<file path="src/rtl/mac_t_gmii_pkg.sv">
// Shared constants, FSM state type and byte-wide CRC-32 step for the GMII transmit MAC.
package mac_t_gmii_pkg;

  localparam logic [7:0]  PREAMBLE_BYTE = 8'h55;
  localparam logic [7:0]  SFD_BYTE      = 8'hD5;
  localparam logic [31:0] CRC32_POLY_R  = 32'hEDB88320;
  localparam logic [31:0] CRC32_INIT    = 32'hFFFFFFFF;
  localparam logic [10:0] PRE_LAST      = 11'd6;
  localparam logic [1:0]  FCS_LAST      = 2'd3;

  typedef enum logic [3:0] {
    ST_IDLE = 4'd0,
    ST_LOAD = 4'd1,
    ST_PRE  = 4'd2,
    ST_SFD  = 4'd3,
    ST_DATA = 4'd4,
    ST_PAD  = 4'd5,
    ST_FCS  = 4'd6,
    ST_IFG  = 4'd7,
    ST_DROP = 4'd8
  } tx_state_e;

  // Reflected CRC-32: eight LSB-first LFSR steps for one byte.
  function automatic logic [31:0] crc32_byte(input logic [31:0] crc, input logic [7:0] data);
    logic [31:0] c;
    c = crc;
    for (int i = 0; i < 8; i++) begin
      if ((c[0] ^ data[i]) == 1'b1) begin
        c = (c >> 1) ^ CRC32_POLY_R;
      end else begin
        c = c >> 1;
      end
    end
    return c;
  endfunction

endpackage

</file>
<file path="src/rtl/mac_t_gmii_if.sv">
// FIFO-side and GMII-side signal bundle of the transmit MAC; master = MAC, slave = FIFOs/PHY.
interface mac_t_gmii_if;

  logic        ptr_fifo_empty;
  logic        ptr_fifo_rd;
  logic [15:0] ptr_fifo_dout;
  logic        data_fifo_rd;
  logic [7:0]  data_fifo_dout;
  logic        tx_en;
  logic [7:0]  gm_tx_d;

  modport master (
    input  ptr_fifo_empty,
    input  ptr_fifo_dout,
    input  data_fifo_dout,
    output ptr_fifo_rd,
    output data_fifo_rd,
    output tx_en,
    output gm_tx_d
  );

  modport slave (
    output ptr_fifo_empty,
    output ptr_fifo_dout,
    output data_fifo_dout,
    input  ptr_fifo_rd,
    input  data_fifo_rd,
    input  tx_en,
    input  gm_tx_d
  );

endinterface

</file>
<file path="src/rtl/mac_t_gmii_crc32_d8.sv">
// crc32_d8: combinational next-CRC for one byte; shared with the receive-path checker.
module crc32_d8
  import mac_t_gmii_pkg::*;
(
  input  logic [31:0] crc_in,
  input  logic [7:0]  data_in,
  output logic [31:0] crc_out
);

  assign crc_out = crc32_byte(crc_in, data_in);

endmodule

</file>
<file path="src/rtl/mac_t_gmii.sv">
// GMII transmit MAC: descriptor pop, preamble/SFD, payload, zero pad, FCS and inter-frame gap.
// Optional SFD egress timestamp is built when TX_TIMESTAMP_EN is defined.
module mac_t_gmii
  import mac_t_gmii_pkg::*;
#(
  parameter int MIN_LEN   = 60,
  parameter int MAX_LEN   = 1514,
  parameter int IFG_BYTES = 12
) (
  input  logic                clk,
  input  logic                rst,
  mac_t_gmii_if.master        bus,
  output logic                tx_busy,
  output logic                frame_done,
  output logic                frame_drop,
  input  logic [31:0]         counter_ns,
  output logic [31:0]         tx_ts,
  output logic                tx_ts_valid
);

  localparam logic [10:0] MAX_L    = 11'(MAX_LEN);
  localparam logic [10:0] MIN_L    = 11'(MIN_LEN);
  localparam logic [10:0] PAD_LAST = 11'(MIN_LEN - 1);
  localparam logic [10:0] IFG_LAST = 11'(IFG_BYTES - 1);

  tx_state_e   state_q, state_d;
  logic [10:0] cnt_q, cnt_d;
  logic [10:0] len_q, len_d;
  logic [31:0] crc_q, crc_d;

  logic [10:0] len_last_s;
  logic [31:0] fcs_s;
  logic [7:0]  crc_byte_s;
  logic [31:0] crc_next_s;
  logic        ptr_rd_s;
  logic        data_rd_s;
  logic        tx_en_s;
  logic [7:0]  txd_s;
  logic        done_s;
  logic        drop_s;

  assign len_last_s = len_q - 11'd1;
  assign fcs_s      = ~crc_q;
  // Pad bytes are zeros on the wire, so the CRC must see zeros rather than stale FIFO data.
  assign crc_byte_s = (state_q == ST_PAD) ? 8'h00 : bus.data_fifo_dout;

  crc32_d8 u_crc (
    .crc_in  (crc_q),
    .data_in (crc_byte_s),
    .crc_out (crc_next_s)
  );

  // State, byte counter, latched length and running CRC
  always_ff @(posedge clk) begin
    if (rst) begin
      state_q <= ST_IDLE;
      cnt_q   <= 11'd0;
      len_q   <= 11'd0;
      crc_q   <= CRC32_INIT;
    end else begin
      state_q <= state_d;
      cnt_q   <= cnt_d;
      len_q   <= len_d;
      crc_q   <= crc_d;
    end
  end

  // Next-state and per-cycle output decode
  always_comb begin
    state_d   = state_q;
    cnt_d     = cnt_q;
    len_d     = len_q;
    crc_d     = crc_q;
    ptr_rd_s  = 1'b0;
    data_rd_s = 1'b0;
    tx_en_s   = 1'b0;
    txd_s     = 8'h00;
    done_s    = 1'b0;
    drop_s    = 1'b0;
    case (state_q)
      ST_IDLE: begin
        cnt_d = 11'd0;
        if (!bus.ptr_fifo_empty) begin
          ptr_rd_s = 1'b1;
          state_d  = ST_LOAD;
        end else begin
          state_d  = ST_IDLE;
        end
      end
      ST_LOAD: begin
        len_d = bus.ptr_fifo_dout[10:0];
        cnt_d = 11'd0;
        crc_d = CRC32_INIT;
        if (bus.ptr_fifo_dout[10:0] == 11'd0) begin
          drop_s  = 1'b1;
          state_d = ST_IDLE;
        end else if (bus.ptr_fifo_dout[10:0] > MAX_L) begin
          state_d = ST_DROP;
        end else begin
          state_d = ST_PRE;
        end
      end
      ST_PRE: begin
        tx_en_s = 1'b1;
        txd_s   = PREAMBLE_BYTE;
        if (cnt_q == PRE_LAST) begin
          cnt_d   = 11'd0;
          state_d = ST_SFD;
        end else begin
          cnt_d   = cnt_q + 11'd1;
        end
      end
      ST_SFD: begin
        tx_en_s   = 1'b1;
        txd_s     = SFD_BYTE;
        data_rd_s = 1'b1;
        cnt_d     = 11'd0;
        state_d   = ST_DATA;
      end
      ST_DATA: begin
        tx_en_s = 1'b1;
        txd_s   = bus.data_fifo_dout;
        crc_d   = crc_next_s;
        if (cnt_q == len_last_s) begin
          if (len_q < MIN_L) begin
            cnt_d   = len_q;
            state_d = ST_PAD;
          end else begin
            cnt_d   = 11'd0;
            state_d = ST_FCS;
          end
        end else begin
          data_rd_s = 1'b1;
          cnt_d     = cnt_q + 11'd1;
        end
      end
      ST_PAD: begin
        tx_en_s = 1'b1;
        txd_s   = 8'h00;
        crc_d   = crc_next_s;
        if (cnt_q == PAD_LAST) begin
          cnt_d   = 11'd0;
          state_d = ST_FCS;
        end else begin
          cnt_d   = cnt_q + 11'd1;
        end
      end
      ST_FCS: begin
        tx_en_s = 1'b1;
        case (cnt_q[1:0])
          2'd0:    txd_s = fcs_s[7:0];
          2'd1:    txd_s = fcs_s[15:8];
          2'd2:    txd_s = fcs_s[23:16];
          2'd3:    txd_s = fcs_s[31:24];
          default: txd_s = 8'h00;
        endcase
        if (cnt_q[1:0] == FCS_LAST) begin
          done_s  = 1'b1;
          cnt_d   = 11'd0;
          state_d = ST_IFG;
        end else begin
          cnt_d   = cnt_q + 11'd1;
        end
      end
      ST_IFG: begin
        if (cnt_q == IFG_LAST) begin
          cnt_d   = 11'd0;
          state_d = ST_IDLE;
        end else begin
          cnt_d   = cnt_q + 11'd1;
        end
      end
      ST_DROP: begin
        data_rd_s = 1'b1;
        if (cnt_q == len_last_s) begin
          drop_s  = 1'b1;
          cnt_d   = 11'd0;
          state_d = ST_IDLE;
        end else begin
          cnt_d   = cnt_q + 11'd1;
        end
      end
      default: begin
        cnt_d   = 11'd0;
        state_d = ST_IDLE;
      end
    endcase
  end

  // FIFO pops are masked during reset so a mid-frame reset never consumes an extra entry.
  assign bus.ptr_fifo_rd  = ptr_rd_s & ~rst;
  assign bus.data_fifo_rd = data_rd_s & ~rst;
  assign bus.tx_en        = tx_en_s;
  assign bus.gm_tx_d      = tx_en_s ? txd_s : 8'h00;
  assign tx_busy          = (state_q != ST_IDLE);
  assign frame_done       = done_s;
  assign frame_drop       = drop_s;

`ifdef TX_TIMESTAMP_EN
  logic [31:0] tx_ts_q, tx_ts_d;
  logic        tx_ts_valid_q, tx_ts_valid_d;
  logic        unused_s;

  assign unused_s = ^bus.ptr_fifo_dout[15:11];

  // Capture the time base while the SFD is on the wire
  always_comb begin
    tx_ts_d       = tx_ts_q;
    tx_ts_valid_d = 1'b0;
    if (state_q == ST_SFD) begin
      tx_ts_d       = counter_ns;
      tx_ts_valid_d = 1'b1;
    end else begin
      tx_ts_d       = tx_ts_q;
      tx_ts_valid_d = 1'b0;
    end
  end

  // Timestamp registers
  always_ff @(posedge clk) begin
    if (rst) begin
      tx_ts_q       <= 32'h0000_0000;
      tx_ts_valid_q <= 1'b0;
    end else begin
      tx_ts_q       <= tx_ts_d;
      tx_ts_valid_q <= tx_ts_valid_d;
    end
  end

  assign tx_ts       = tx_ts_q;
  assign tx_ts_valid = tx_ts_valid_q;
`else
  logic unused_s;

  assign unused_s    = ^{bus.ptr_fifo_dout[15:11], counter_ns};
  assign tx_ts       = 32'h0000_0000;
  assign tx_ts_valid = 1'b0;
`endif

endmodule

</file>
<file path="src/flat_wrapper.sv">
// flat-port wrapper written by rule: the top's interface ports become plain ports
module mac_t_gmii_flat import mac_t_gmii_pkg::*;
#(
  parameter int MIN_LEN   = 60,
  parameter int MAX_LEN   = 1514,
  parameter int IFG_BYTES = 12
)
  (clk, rst, tx_busy, frame_done, frame_drop, counter_ns, tx_ts, tx_ts_valid, bus_ptr_fifo_empty, bus_ptr_fifo_dout, bus_data_fifo_dout, bus_ptr_fifo_rd, bus_data_fifo_rd, bus_tx_en, bus_gm_tx_d);
  mac_t_gmii_if bus_i ();
  input  logic clk;
  input  logic rst;
  output logic tx_busy;
  output logic frame_done;
  output logic frame_drop;
  input  logic [31:0] counter_ns;
  output logic [31:0] tx_ts;
  output logic tx_ts_valid;
  input wire logic [$bits(bus_i.ptr_fifo_empty)-1:0] bus_ptr_fifo_empty;
  input wire logic [$bits(bus_i.ptr_fifo_dout)-1:0] bus_ptr_fifo_dout;
  input wire logic [$bits(bus_i.data_fifo_dout)-1:0] bus_data_fifo_dout;
  output wire logic [$bits(bus_i.ptr_fifo_rd)-1:0] bus_ptr_fifo_rd;
  output wire logic [$bits(bus_i.data_fifo_rd)-1:0] bus_data_fifo_rd;
  output wire logic [$bits(bus_i.tx_en)-1:0] bus_tx_en;
  output wire logic [$bits(bus_i.gm_tx_d)-1:0] bus_gm_tx_d;
  assign bus_i.ptr_fifo_empty = bus_ptr_fifo_empty;
  assign bus_i.ptr_fifo_dout = bus_ptr_fifo_dout;
  assign bus_i.data_fifo_dout = bus_data_fifo_dout;
  assign bus_ptr_fifo_rd = bus_i.ptr_fifo_rd;
  assign bus_data_fifo_rd = bus_i.data_fifo_rd;
  assign bus_tx_en = bus_i.tx_en;
  assign bus_gm_tx_d = bus_i.gm_tx_d;
  mac_t_gmii #(.MIN_LEN(MIN_LEN), .MAX_LEN(MAX_LEN), .IFG_BYTES(IFG_BYTES)) u_core (.clk(clk), .rst(rst), .bus(bus_i), .tx_busy(tx_busy), .frame_done(frame_done), .frame_drop(frame_drop), .counter_ns(counter_ns), .tx_ts(tx_ts), .tx_ts_valid(tx_ts_valid));
endmodule
</file>
<file path="config.mk">
export PLATFORM = sky130hd
export DESIGN_NAME = mac_t_gmii_flat
export DESIGN_NICKNAME = d
export VERILOG_FILES = /design/src/rtl/mac_t_gmii_pkg.sv /design/src/rtl/mac_t_gmii_if.sv /design/src/rtl/mac_t_gmii_crc32_d8.sv /design/src/rtl/mac_t_gmii.sv /design/src/flat_wrapper.sv
export SDC_FILE = /design/constraint.sdc
export NUM_CORES = 1
export LEC_CHECK = 0
export BUFFER_PORTS_ARGS = -buffer_cell sky130_fd_sc_hd__buf_2
export CORE_UTILIZATION = 47
export CTS_BUF_LIST = sky130_fd_sc_hd__clkbuf_4 sky130_fd_sc_hd__clkbuf_8
export DETAILED_ROUTE_END_ITERATION = 8
export PLACE_DENSITY = 0.69
export SYNTH_ARGS = -nofsm -noshare
export SYNTH_HDL_FRONTEND = slang
export SYNTH_SLANG_ARGS = --single-unit
</file>
<file path="constraint.sdc">
create_clock -name clk -period 5.55 [get_ports clk]
set_input_delay 1.11 -clock clk [delete_from_list [all_inputs] [get_ports clk]]
set_output_delay 1.11 -clock clk [all_outputs]
set_load 0.05 [all_outputs]
</file>
* Word-level counts from Yosys, hierarchy flattened
Cells that the tools add are included.
** Storage, ports and cells
- Word-level logic and storage cells :: 100
- Bits in latches :: 0
- RAM bits :: 0
- Memories :: 0
- Input port bits :: 59
- Register bits after elaboration :: 58
- ROM bits :: 0
- Output and inout bits :: 47
** Operators by class
- Order comparisons :: 2
- Shift-type cells :: 0
- Muxes and demuxes :: 42
- Multiply operators :: 0
- Add/subtract/negate cells :: 2
- Reduce and logical (&&, ||, !) cells :: 9
- Divide/modulo/power cells :: 0
- Bitwise gates (word level) :: 20
- Equality and inequality tests :: 21
** Operator list (number)
- 32-bit 2-to-1 mux :: 8
- 13-bit inverter with 14-bit output :: 8
- 11-bit 2-to-1 mux :: 7
- 11-bit case mux with 6 select lines :: 1
- 32-bit case mux with 2 select lines :: 1
- 8-bit case mux with 4 select lines :: 2
- 4-bit case mux with 9 select lines :: 1
- 4-bit 2-to-1 mux :: 8
- 32-bit inverter :: 1
- 4-bit by 3-bit equality test with 1-bit output (second input constant) :: 4
- 8-bit 2-to-1 mux :: 2
- 11-bit by 1-bit adder with 11-bit output (second input constant) :: 1
- 11-bit equality test :: 1
- 11-bit by 3-bit equality test with 1-bit output (second input constant) :: 1
- 11-bit by 4-bit equality test with 1-bit output (second input constant) :: 1
- 11-bit by 6-bit equality test with 1-bit output (second input constant) :: 1
- 11-bit > comparator (second input constant) :: 1
- 11-bit zero test :: 1
- 11-bit by 6-bit less-than comparator with 1-bit output (second input constant) :: 1
- 11-bit by 1-bit subtractor with 11-bit output (second input constant) :: 1
- 2-bit by 1-bit != test with 1-bit output (second input constant) :: 5
- 1-bit 2-to-1 mux :: 9
- 4-bit by 2-bit equality test with 1-bit output (second input constant) :: 2
- 1-bit XOR :: 8
- 16 further kinds :: 20

* Depth between registers and ports, before layout
- Depth after elaboration :: 19
- Depth in mapped cells :: 11
- Depth with buffers taken out :: 9

* Hierarchy
From an unflattened synthesis, not the netlist that was laid out.
** Second synthesis, totals
- Cells, all modules :: 541
- Area total of the unflattened synthesis :: 4334.2 um^2
** By module, submodules not included
- mac_t_gmii :: area an instance 3564.7 um^2, sequential area each 1161.1 um^2, cells each 471, times used 1
- crc32_d8 :: area an instance 769.5 um^2, sequential area each 0.0 um^2, cells each 70, times used 1

* Least setup slack after synthesis
OpenSTA, ideal clock, no wires.
- Kind :: reg2out
- From :: reg u_core.len_q[0]
- To :: out frame_drop
- Path buffers :: 2
- Arrival :: 2.966 ns
- Cell stages (with the launch flop) :: 12
- Setup slack :: 1.474 ns
- Required time :: 4.440 ns
- Cell sequence :: dfxtp_1 clkbuf_1 inv_1 ha_1 clkbuf_2 o21ba_2 a221oi_1 o22ai_1 a2111oi_4 and2_4 nand3b_1 a211oi_2
** On the way
- Longest elaborated chain between the ends :: 4
** Ends and longest elaborated chain
- from (decl) :: line mac_t_gmii.sv:28 : logic [10:0] len_q, len_d;
- from (signal assigned) :: line mac_t_gmii.sv:63 : len_q <= len_d;
- 11-bit by 1-bit subtractor with 11-bit output :: line mac_t_gmii.sv:42 : assign len_last_s = len_q - 11'd1;
- 11-bit equality test :: line mac_t_gmii.sv:175 : if (cnt_q == len_last_s) begin
- 1-bit 2-to-1 mux :: line mac_t_gmii.sv:175
- 1-bit case mux with 2 select lines :: line mac_t_gmii.sv:80 : case (state_q)
- to (decl) :: line flat_wrapper.sv:14 : output logic frame_drop;
No other way between the ends.

* Worst setup path after layout
Ends and elaborated chain as after synthesis.

==> PnR_summary.wiki <==
{| class="wikitable"
! Metric !! Value
|-
| Die area || 10,200 sq um
|-
| Startpoint type of the worst setup path || flip-flop
|-
| Hold Slack || 0.500 ns
|-
| Half-perimeter wire length after detailed placement || 8360 um
|-
| WS Path Type || reg -> out
|-
| Final routed wirelength across all metal layers || ~12,000 um
|-
| Fraction of met2 tracks used by global routing || about two fifths
|-
| Average size of a mapped cell || ~7.9 sq um
|-
| Maximum count of clock buffers along a single path || 2
|-
| Maximum ir drop on the vdd rail || 0.000186 V
|-
| Worst reg-to-reg path cell count || 5
|-
| Switch Pwr || between 800 and 900 uW
|-
| Number of optimization iterations in the first detailed-route pass || 5
|-
| Number of stages on the worst setup path || 10
|-
| Power share of the combinational group || 47.7%
|-
| Port Buf Inserts || 35
|-
| Top Usage Layer GRT || met2
|-
| Portion of the clock cycle consumed by the worst path in the final layout || 79.0%
|-
| Leading cell types in the layout, fill and taps excluded || sky130_fd_sc_hd__nand2_1, sky130_fd_sc_hd__xnor2_1, sky130_fd_sc_hd__dfxtp_1
|-
| Final-report max-slew violation count || 0
|-
| Critical-path top delay cell || sky130_fd_sc_hd__dfxtp_1
|-
| Initial standard-cell utilization of the core || between 40% and 50%
|-
| Critical path required time || 4.44 ns
|-
| Footprint of the multi-input gates || around 3100 sq um
|-
| Worst skew pair latency || 0.35 ns
|-
| IO Pins || about 110
|-
| Global placement routability congestion || 0.883
|-
| Pwr per Cell Area || 405 nW/um^2
|-
| Die Wd || between 100 and 150 um
|-
| Count of flip-flops with a built-in enable after synthesis || 0
|-
| GRT Total Usage || between 20% and 30%
|-
| CP peak stage delay || around 0.47 ns
|-
| Global-route track usage on met3 || under 10%
|-
| Number of diodes added for antenna fixing || 0
|-
| Nets || 662
|-
| Die height || about 100 um
|-
| Number of clock buffers inserted by TritonCTS || 9
|-
| CTS H-Tree Depth || 3
|-
| Critical Path Sink Type || output port
|-
| Proportion of register bits with asynchronous set or reset after synthesis || 0%
|-
| Via count of the first global-routing pass || about 3,600
|-
| Internal portion of total power || 1.14 mW
|-
| DR WL/cell || 15.7 um
|-
| Ordered cell list for the critical path || inv_1 > ha_1 > o21ba_2 > a221oi_1 > o22ai_1 > a2111oi_4 > and2_4 > nand3b_1 > a211oi_2 > buf_2
|-
| Final setup TNS || 0 ns
|-
| Final-report setup violation count || 0
|-
| Worst min-delay path class || reg -> reg
|-
| Highest clock rate || between 0.2 and 0.25 GHz
|-
| Share of post-route cells with drive strength above 1 || a little over an eighth
|-
| Seq pwr share || 27.1%
|-
| Family of cells with the greatest summed delay on the critical path || compound AO/OA/AOI/OAI gates
|-
| CTS Hold Buffers Added || 0
|-
| Post-layout power || 2.00 mW
|-
| Core box area || 9370 sq um
|-
| Wire length of the first global-routing pass || around 19,000 um
|-
| Leading cell type in the layout, fill and taps excluded || sky130_fd_sc_hd__nand2_1
|-
| Clk_skew || about 0.011 ns
|-
| Root Buffer || sky130_fd_sc_hd__clkbuf_8
|-
| Sequential element share of the synthesized area || 25.1%
|-
| Post-CTS clock slew at the launch and capture registers of the worst setup and hold paths || approximately 0.07 ns
|-
| Count of yosys warnings during synthesis || 0
|-
| Floorplan row count || 35
|-
| Clock tree from TritonCTS || yes
|-
| Fin. Hold Viols || 0
|-
| Count of buffering cells on the critical path with inverters included || 2
|-
| Total of flip-flops plus latches after synthesis || 58
|-
| Total gr overflow || 0
|-
| Largest fanout on the critical path || 9
|-
| Count of routing violations after the opening detailed-route iteration || roughly 300
|-
| Flip-flop and latch area || 1160 sq um
|-
| Vias per Instance || 5.57
|-
| Unrepaired setup endpoints after global routing || false
|-
| Via Count || 4,074
|-
| # Post-CTS Setup Buffers || 0
|-
| CTS Sinks || just under 60
|-
| Synthesized instance count || slightly below 600
|-
| Count of distinct cell types in the synthesized netlist || 71
|-
| Net switching share of the total power || 43.2%
|-
| Synth Cell Area || 4620 sq um
|-
| Grt met1 use || 33.0%
|-
| Worst relative slew slack || about a third
|-
| Minimum period implied by the final worst setup slack || 4.38 ns
|-
| Maximum number of pins on one net before global-route repair || 26
|-
| Detail Route Antenna Nets || 0
|-
| Count of fill cells added during filler insertion || 932
|-
| CTS resizes || 0
|-
| Fraction of power consumed by the clock network || roughly a quarter
|-
| Post-route DRC violation count || 0
|-
| Max-cap violation count || 0
|-
| Instance count along the most critical hold path || 2
|-
| Antenna violations before repair || 0
|-
| Run status || finished clean
|-
| Reported leakage power || 1.87 nW
|-
| Measured slew at the worst slew-check pin || 1.02 ns
|-
| Arrival time reported for the critical path endpoint || 3.27 ns
|-
| Growth of design area from synthesis to finish || 6.96%
|-
| Most used flip-flop cell after synthesis || sky130_fd_sc_hd__dfxtp_1
|}
state kept, by name, summed over array words and instances, names as in the netlist:
register,flops
u_core.len_q,11
u_core.state_q,4
u_core.crc_q,32
u_core.cnt_q,11
power by group through the flow:
stage                     logic (mW)  registers [mW]  clock network [mW]
after floorplan                0.845           0.500                   0
after global placement         0.930           0.548                   0
after detailed placement       0.943           0.550                   0
after CTS                      0.949           0.541               0.510
after global routing            1.04           0.552               0.530
final                          0.954           0.542               0.504
synth_stat cells, types with 3 or more instances:
cell / instances / area, sq um
sky130_fd_sc_hd__xnor2_2: 4 / 65.1
sky130_fd_sc_hd__a31oi_1: 3 / 18.8
sky130_fd_sc_hd__nand3b_1: 4 / 30.0
sky130_fd_sc_hd__nor2_1: 48 / 180
sky130_fd_sc_hd__a21oi_1: 37 / 185
sky130_fd_sc_hd__clkbuf_1: 26 / 97.6
sky130_fd_sc_hd__nand2_1: 78 / 293
sky130_fd_sc_hd__a21o_1: 3 / 22.5
sky130_fd_sc_hd__o22ai_1: 27 / 169
sky130_fd_sc_hd__ha_1: 6 / 75.1
sky130_fd_sc_hd__nand4b_1: 3 / 26.3
sky130_fd_sc_hd__xor2_2: 3 / 48.8
sky130_fd_sc_hd__dfxtp_1: 58 / 1160
sky130_fd_sc_hd__xnor2_1: 65 / 569
sky130_fd_sc_hd__nor2b_1: 15 / 93.8
sky130_fd_sc_hd__o311ai_0: 7 / 61.3
sky130_fd_sc_hd__inv_1: 12 / 45.0
sky130_fd_sc_hd__nor3_1: 11 / 55.1
sky130_fd_sc_hd__nand2b_1: 8 / 50.1
sky130_fd_sc_hd__o2bb2ai_1: 3 / 26.3
sky130_fd_sc_hd__xor2_1: 26 / 228
sky130_fd_sc_hd__o211ai_1: 7 / 52.6
sky130_fd_sc_hd__a21boi_0: 3 / 22.5
sky130_fd_sc_hd__nor4_1: 5 / 31.3
sky130_fd_sc_hd__buf_4: 36 / 270
sky130_fd_sc_hd__nand3_1: 11 / 55.1
sky130_fd_sc_hd__buf_2: 3 / 15.0
sky130_fd_sc_hd__and3_1: 7 / 43.8
sky130_fd_sc_hd__o21ai_0: 13 / 65.1
layout make-up:
type                       count  share of cell area [%]
multi-input combinational    478                    63.3
sequential                    58                    23.5
timing repair buffer          37                    3.85
tap                          129                    3.27
clock buffer                  12                    3.09
clock inverter                 4                    2.00
inverter                      13                   0.988
worst paths after layout:
path | startpoint | slack, ns | endpoint
setup / recovery | u_core.len_q[0] | 1.17 | frame_drop
hold / removal | u_core.len_q[10] | 0.50 | u_core.len_q[10]
setup reg to reg | u_core.state_q[1] | 2.55 | u_core.crc_q[13]
hold reg to reg | u_core.len_q[10] | 0.50 | u_core.len_q[10]
stage by stage:
| step | utilization [%] | setup slack (ns) | area [sq um] | cells |
|---|---|---|---|---|
| 2_1_floorplan | - | 1.47 | 4740 | 618 |
| 3_3_place_gp | 50.0 | 1.57 | 4690 | 715 |
| 3_5_place_dp | 50.0 | 1.53 | 4690 | 715 |
| 4_1_cts | 52.7 | 1.15 | 4940 | 731 |
| 5_1_grt | 52.7 | 0.939 | 4940 | 731 |
| 6_report | 52.7 | 1.17 | 4940 | 731 |
logic make-up (layout without fill, tap and decap cells):
| logic type | Yosys count | in the layout | synth area share (%) |
|---|---|---|---|
| flip-flops | 58 | 58 | 25.1 |
| AND/OR/NAND/NOR | 210 | 210 | 22.6 |
| XOR/XNOR | 101 | 101 | 21.5 |
| AO/OA/AOI/OAI | 128 | 128 | 19.2 |
| buffers and inverters | 82 | 66 | 9.89 |
| other | 1 | 33 | 0.0812 |
| adder cells (fa/ha/maj) | 6 | 6 | 1.63 |
layer usage:
metal	part of all wire [%]	routed length (um)
met5	0	0
met2	48	5470
met3	6.0	693
met1	44	5100
met4	2.1	246
worst reg2reg max path, delay by kind of cell (launching register included):
| kind | cells | cell delay [ns] |
|---|---|---|
| buffers and inverters | 1 | 0.31 |
| and+or+nand+nor | 3 | 1.58 |
| AOI/OAI and AO/OA | 1 | 0.36 |
| DFF | 1 | 0.60 |
Power figures use the tool's default switching activity.
